`src/rtl/timer_counter.sv`:
```
// timer_counter: memory-mapped countdown timer with one-shot/periodic modes and a maskable interrupt
module timer_counter #(
    parameter int WIDTH = 32
) (
    input  logic        clk,
    input  logic        reset,
    input  logic [31:0] addr,
    input  logic [3:0]  byteen,
    input  logic [31:0] wdata,
    output logic [31:0] rdata,
    output logic        irq
);
    typedef enum logic [1:0] {IDLE, LOAD, CNT, INT} state_t;
    state_t           state_q, state_d;
    logic [3:0]       ctrl_q, ctrl_d;
    logic [WIDTH-1:0] preset_q, preset_d, count_q, count_d;
    logic             irq_flag_q, irq_flag_d;
    logic [31:0]      preset_w, count_w, preset_m;
    logic             wr_ctrl, wr_preset, one_shot, unused_ok;
    assign preset_w  = 32'(preset_q);
    assign count_w   = 32'(count_q);
    assign wr_ctrl   = |byteen && addr[3:2] == 2'd0;
    assign wr_preset = |byteen && addr[3:2] == 2'd1;
    assign one_shot  = ctrl_q[2:1] != 2'b01;
    assign irq       = irq_flag_q & ctrl_q[3] & ~reset;
    assign unused_ok = &{1'b0, addr[31:4], addr[1:0]};
    // byte-lane merge of the write data into the current PRESET value
    always_comb begin
        for (int i = 0; i < 4; i++) preset_m[8*i +: 8] = byteen[i] ? wdata[8*i +: 8] : preset_w[8*i +: 8];
    end
    // read mux; unmapped offset and upper CTRL bits read as zero
    always_comb begin
        rdata = addr[3:2] == 2'd0 ? {28'd0, ctrl_q} :
                addr[3:2] == 2'd1 ? preset_w :
                addr[3:2] == 2'd2 ? count_w : 32'd0;
    end
    // next state: FSM first, then CPU writes override CTRL; the FSM's flag set beats a write's flag clear
    always_comb begin
        state_d    = state_q;
        count_d    = count_q;
        ctrl_d     = ctrl_q;
        preset_d   = preset_q;
        irq_flag_d = irq_flag_q;
        if ((wr_ctrl || wr_preset) && one_shot) irq_flag_d = 1'b0;
        case (state_q)
            IDLE: if (ctrl_q[0]) state_d = LOAD;
            LOAD: begin
                state_d = ctrl_q[0] ? CNT : IDLE;
                count_d = ctrl_q[0] ? preset_q : count_q;
            end
            CNT: begin
                if (!ctrl_q[0]) state_d = IDLE;
                else if (count_q > WIDTH'(1)) count_d = count_q - WIDTH'(1);
                else begin
                    count_d    = '0;
                    irq_flag_d = 1'b1;
                    state_d    = INT;
                end
            end
            INT: begin
                state_d = IDLE;
                if (one_shot) ctrl_d[0] = 1'b0;
                else irq_flag_d = 1'b0;
            end
            default: state_d = IDLE;
        endcase
        if (wr_ctrl && byteen[0]) ctrl_d = wdata[3:0];
        if (wr_preset) preset_d = WIDTH'(preset_m);
    end
    // state registers with synchronous reset
    always_ff @(posedge clk) begin
        if (reset) begin
            state_q    <= IDLE;
            ctrl_q     <= '0;
            preset_q   <= '0;
            count_q    <= '0;
            irq_flag_q <= 1'b0;
        end else begin
            state_q    <= state_d;
            ctrl_q     <= ctrl_d;
            preset_q   <= preset_d;
            count_q    <= count_d;
            irq_flag_q <= irq_flag_d;
        end
    end
endmodule

```
`config.mk`:
```
export PLATFORM = sky130hd
export DESIGN_NAME = timer_counter
export DESIGN_NICKNAME = d
export VERILOG_FILES = /design/src/rtl/timer_counter.sv
export SDC_FILE = /design/constraint.sdc
export NUM_CORES = 1
export LEC_CHECK = 0
export ABC_AREA = 1
export CORE_ASPECT_RATIO = 1.2
export CORE_MARGIN = 2
export CORE_UTILIZATION = 43
export CTS_CLUSTER_DIAMETER = 200
export DETAILED_ROUTE_END_ITERATION = 16
export PLACE_DENSITY = 0.71
export SYNTH_ARGS = -nofsm -noshare
export SYNTH_HDL_FRONTEND = slang
export SYNTH_SLANG_ARGS = --single-unit
```
`constraint.sdc`:
```
create_clock -name clk -period 5.2 [get_ports clk]
set_clock_uncertainty 0.05 [all_clocks]
set_input_delay 0.52 -clock clk [delete_from_list [all_inputs] [get_ports clk]]
set_output_delay 0.52 -clock clk [all_outputs]
set_load 0.01 [all_outputs]
```
==> impl_results.md <==
* Core area at roughly 9400 um2
* Synth-to-layout area growth at 25.3%
* Cell Area, Synth at between 4000 and 5000 um2
* Number of setup buffers added after CTS at 0
* Post-route ant nets at 0
* CTS clk-pin slew, worst paths at roughly 0.050 ns
* Number of core rows at 39
* CTS H-Tree Depth at 3
* Total routed wirelength at 11.5 mm
* Fillers at roughly 900
* Ys Warns at 0
* Hold WC Path Type: flop to flop
* Clock sink total at just over 70
* P_leak at roughly 0.0021 uW
* Psw at approximately 330 uW
* Arrival @ worst endpoint at roughly 3 ns
* Finished Core Util at roughly 55%
* DIE HEIGHT at 111 um
* Hold Fails Final Rpt at 0
* Die W at roughly 93 um
* Global-route wire length before repair at about 20 mm
* Syn Area/Cell at ~6.7 um2
* Max capacitance violation total at 0
* Relative slew slack at ~30%
* Insertion delay to the later sink of the worst-skew pair at 0.33 ns
* DRC marker count from the first detailed-route iteration at 221
* Peak supply drop at 0.123 mV
* Share of cells above drive strength 1 at 8.28%
* CTS Buffer Depth at 2
* CP Class: primary input to primary output
* IO Port Bufs at between 70 and 80
* Unrepaired setup endpoints after global routing: no
* Crit path largest cell delay at between 0.6 and 0.7 ns
* Outcome: finished clean
* CP endpoint kind: primary output
* Post-Syn Instances at a little over 600
* DRC at 0
* Max Fanout on Critical Path at 19
* Reg area at 1420 um2
* Period Utilization, post-route at a little under 70%
* Die Area at between 10,000 and 15,000 um2
* Switching Share at roughly 25%
* Total congestion overflow at 0
* PwrDens at between 200 and 300 nW/um2
* GPL Wtd Cong at between 0.9 and 1
* Clk pwr share at between 40 and 50%
* Setup TNS at 0 ns
* Initial Utilization at 43.9%
* Worst-Margin Slew at around 1.0 ns
* Fmax at about 0.28 GHz
* GRT Overall Usage at about a quarter
* Vias in the first global route at just over 4,000
* Post-Syn Nets at approximately 690
* Critical path launch point type: primary input
* Slowest CP cell: clkinv_1
* Non-Filler Instances at between 700 and 800
* Int Power at about 1000 uW
* DP HPWL at 8.27 mm
* Sequential share of power at between 40% and 50%
* Cell chain of the critical path: clkdlybuf4s50_1, inv_1, nor2_1, buf_4, clkinv_1, o221ai_1, clkdlybuf4s50_1
* Seq/Total Area, Yosys at 34.4%
* Total CTS buffers at 9
* Vias at between 4,000 and 5,000
* Cell count after placement at 784
* Post-DR vias/cell at around 5.3
* Family with the most delay on the worst path: buffers and inverters
* Final #Nets at 744
* # resized after CTS at 0
* Slew Viols, Final at 0
* DR WL/cell at ~14 um
* Hold Slack at 0.419 ns
* # diodes at 0
* Area of the multi-input gates at about 2300 um2
* Hold buffers post-CTS at 0
* Critical Path RT at between 4 and 5 ns
* Yosys cell types at 34
* Power share of the combinational group at a little over an eighth
* Clk root buf: clkbuf_16
* Crit-path most repeated cell: clkdlybuf4s50_1
* Seq cells post-synth at 71
* CTS tree: built
* Drt first pass iters at 4
* Largest net degree at the start of global routing at 56
* Finish-stage setup viols at 0
* Initial antenna violation count at 0
* Final min period at roughly 3.6 ns
* Buf/Inv on CP at 5
* I/O Pins at just over 100
cell usage after synthesis, drive strengths merged:
| library cell | instances | share of area [%] |
|---|---|---|
| a21o | 1 | 0.18 |
| a21oi | 91 | 12 |
| buf | 9 | 1.5 |
| clkbuf | 18 | 1.6 |
| clkinv | 1 | 0.091 |
| dfxtp | 71 | 34 |
| ha | 2 | 0.61 |
| inv | 71 | 6.6 |
| nand2 | 96 | 10 |
| nand3 | 18 | 2.4 |
| nand4 | 11 | 1.7 |
| nor2 | 89 | 9.3 |
| o211ai | 1 | 0.18 |
| o21a | 1 | 0.18 |
| o21ai | 91 | 11 |
| o221ai | 4 | 0.85 |
| o22ai | 18 | 2.7 |
| xnor2 | 1 | 0.21 |
| xor2 | 19 | 4.0 |
layer usage:
metal / share of wire (%) / wire, um / global-route usage, % / vias to the layer above
met4: 2.1 / 246 / 10.5 / 0
li1: - / - / - / 2153
met2: 50 / 5760 / 39.8 / 99
met1: 43 / 4950 / 28.7 / 1936
met5: 0 / 0 / 0 / -
met3: 4.8 / 557 / 3.65 / 16
cell type report:
type	instances	area share, %
flip-flops and latches	71	27.5
inverters	72	5.37
repair buffers	75	14.4
multi-input cells	443	44.4
well taps	123	2.97
clock buffers	15	5.37
power groups by stage:
| stage | Clock [uW] | Sequential [uW] | Combinational [uW] |
|---|---|---|---|
| after floorplan | 0 | 580 | 106 |
| after global placement | 0 | 582 | 173 |
| after detailed placement | 0 | 583 | 175 |
| after CTS | 587 | 571 | 176 |
| after global routing | 613 | 573 | 197 |
| final | 576 | 571 | 175 |
flip-flops by register name (all words and copies together), names as in the netlist:
| signal | cells |
|---|---|
| count_q | 32 |
| state_q | 2 |
| preset_q | 32 |
| irq_flag_q | 1 |
| ctrl_q | 4 |
cells in the final DEF (no fill, tap or decap), drive strengths merged:
| cell | instances |
|---|---|
| buf | 3 |
| xor2 | 19 |
| dfxtp | 71 |
| xnor2 | 1 |
| nand2 | 96 |
| nand3 | 18 |
| o22ai | 18 |
| a21oi | 91 |
| o211ai | 1 |
| o221ai | 4 |
| clkbuf | 15 |
| clkdlybuf4s50 | 72 |
| o21ai | 91 |
| ha | 2 |
| o21a | 1 |
| nand4 | 11 |
| nor2 | 89 |
| a21o | 1 |
| inv | 71 |
| clkinv | 1 |
path summary, 6_finish.rpt:
path / startpoint / to / slack (ns) / cells past startpoint
setup reg to reg: state_q[1] / count_q[1] / 3.03 / 7
hold / removal: preset_q[4] / preset_q[4] / 0.42 / 2
setup / recovery: addr[3] / rdata[0] / 1.61 / 7
hold reg to reg: preset_q[4] / preset_q[4] / 0.42 / 2
through the flow:
| step | instance area [um2] | power (uW) | setup slack, ns |
|---|---|---|---|
| after floorplan | 4130 | 686 | 3.18 |
| after global routing | 5170 | 1380 | 1.40 |
| after detailed placement | 4900 | 758 | 1.63 |
| after global placement | 4900 | 755 | 1.62 |
| after CTS | 5170 | 1330 | 1.60 |
| final | 5170 | 1320 | 1.61 |
cells by family after synthesis:
logic type               Yosys count  synth area share [%]
XOR/XNOR                          20                  4.24
AND/OR/NAND/NOR                  214                  23.8
buffers and inverters             99                  9.91
AO/OA/AOI/OAI                    207                  27.1
flip-flops                        71                  34.4
adder cells (fa/ha/maj)            2                 0.606
worst reg2reg max path: stages, from the launching register on:
cell	delay [ns]
dfxtp_1	0.51
inv_4	0.21
nor2_4	0.40
nand2_1	0.10
nand2_1	0.11
buf_4	0.35
o21ai_0	0.15
o21a_1	0.20
Note: power is estimated with default switching activity, not from simulation.
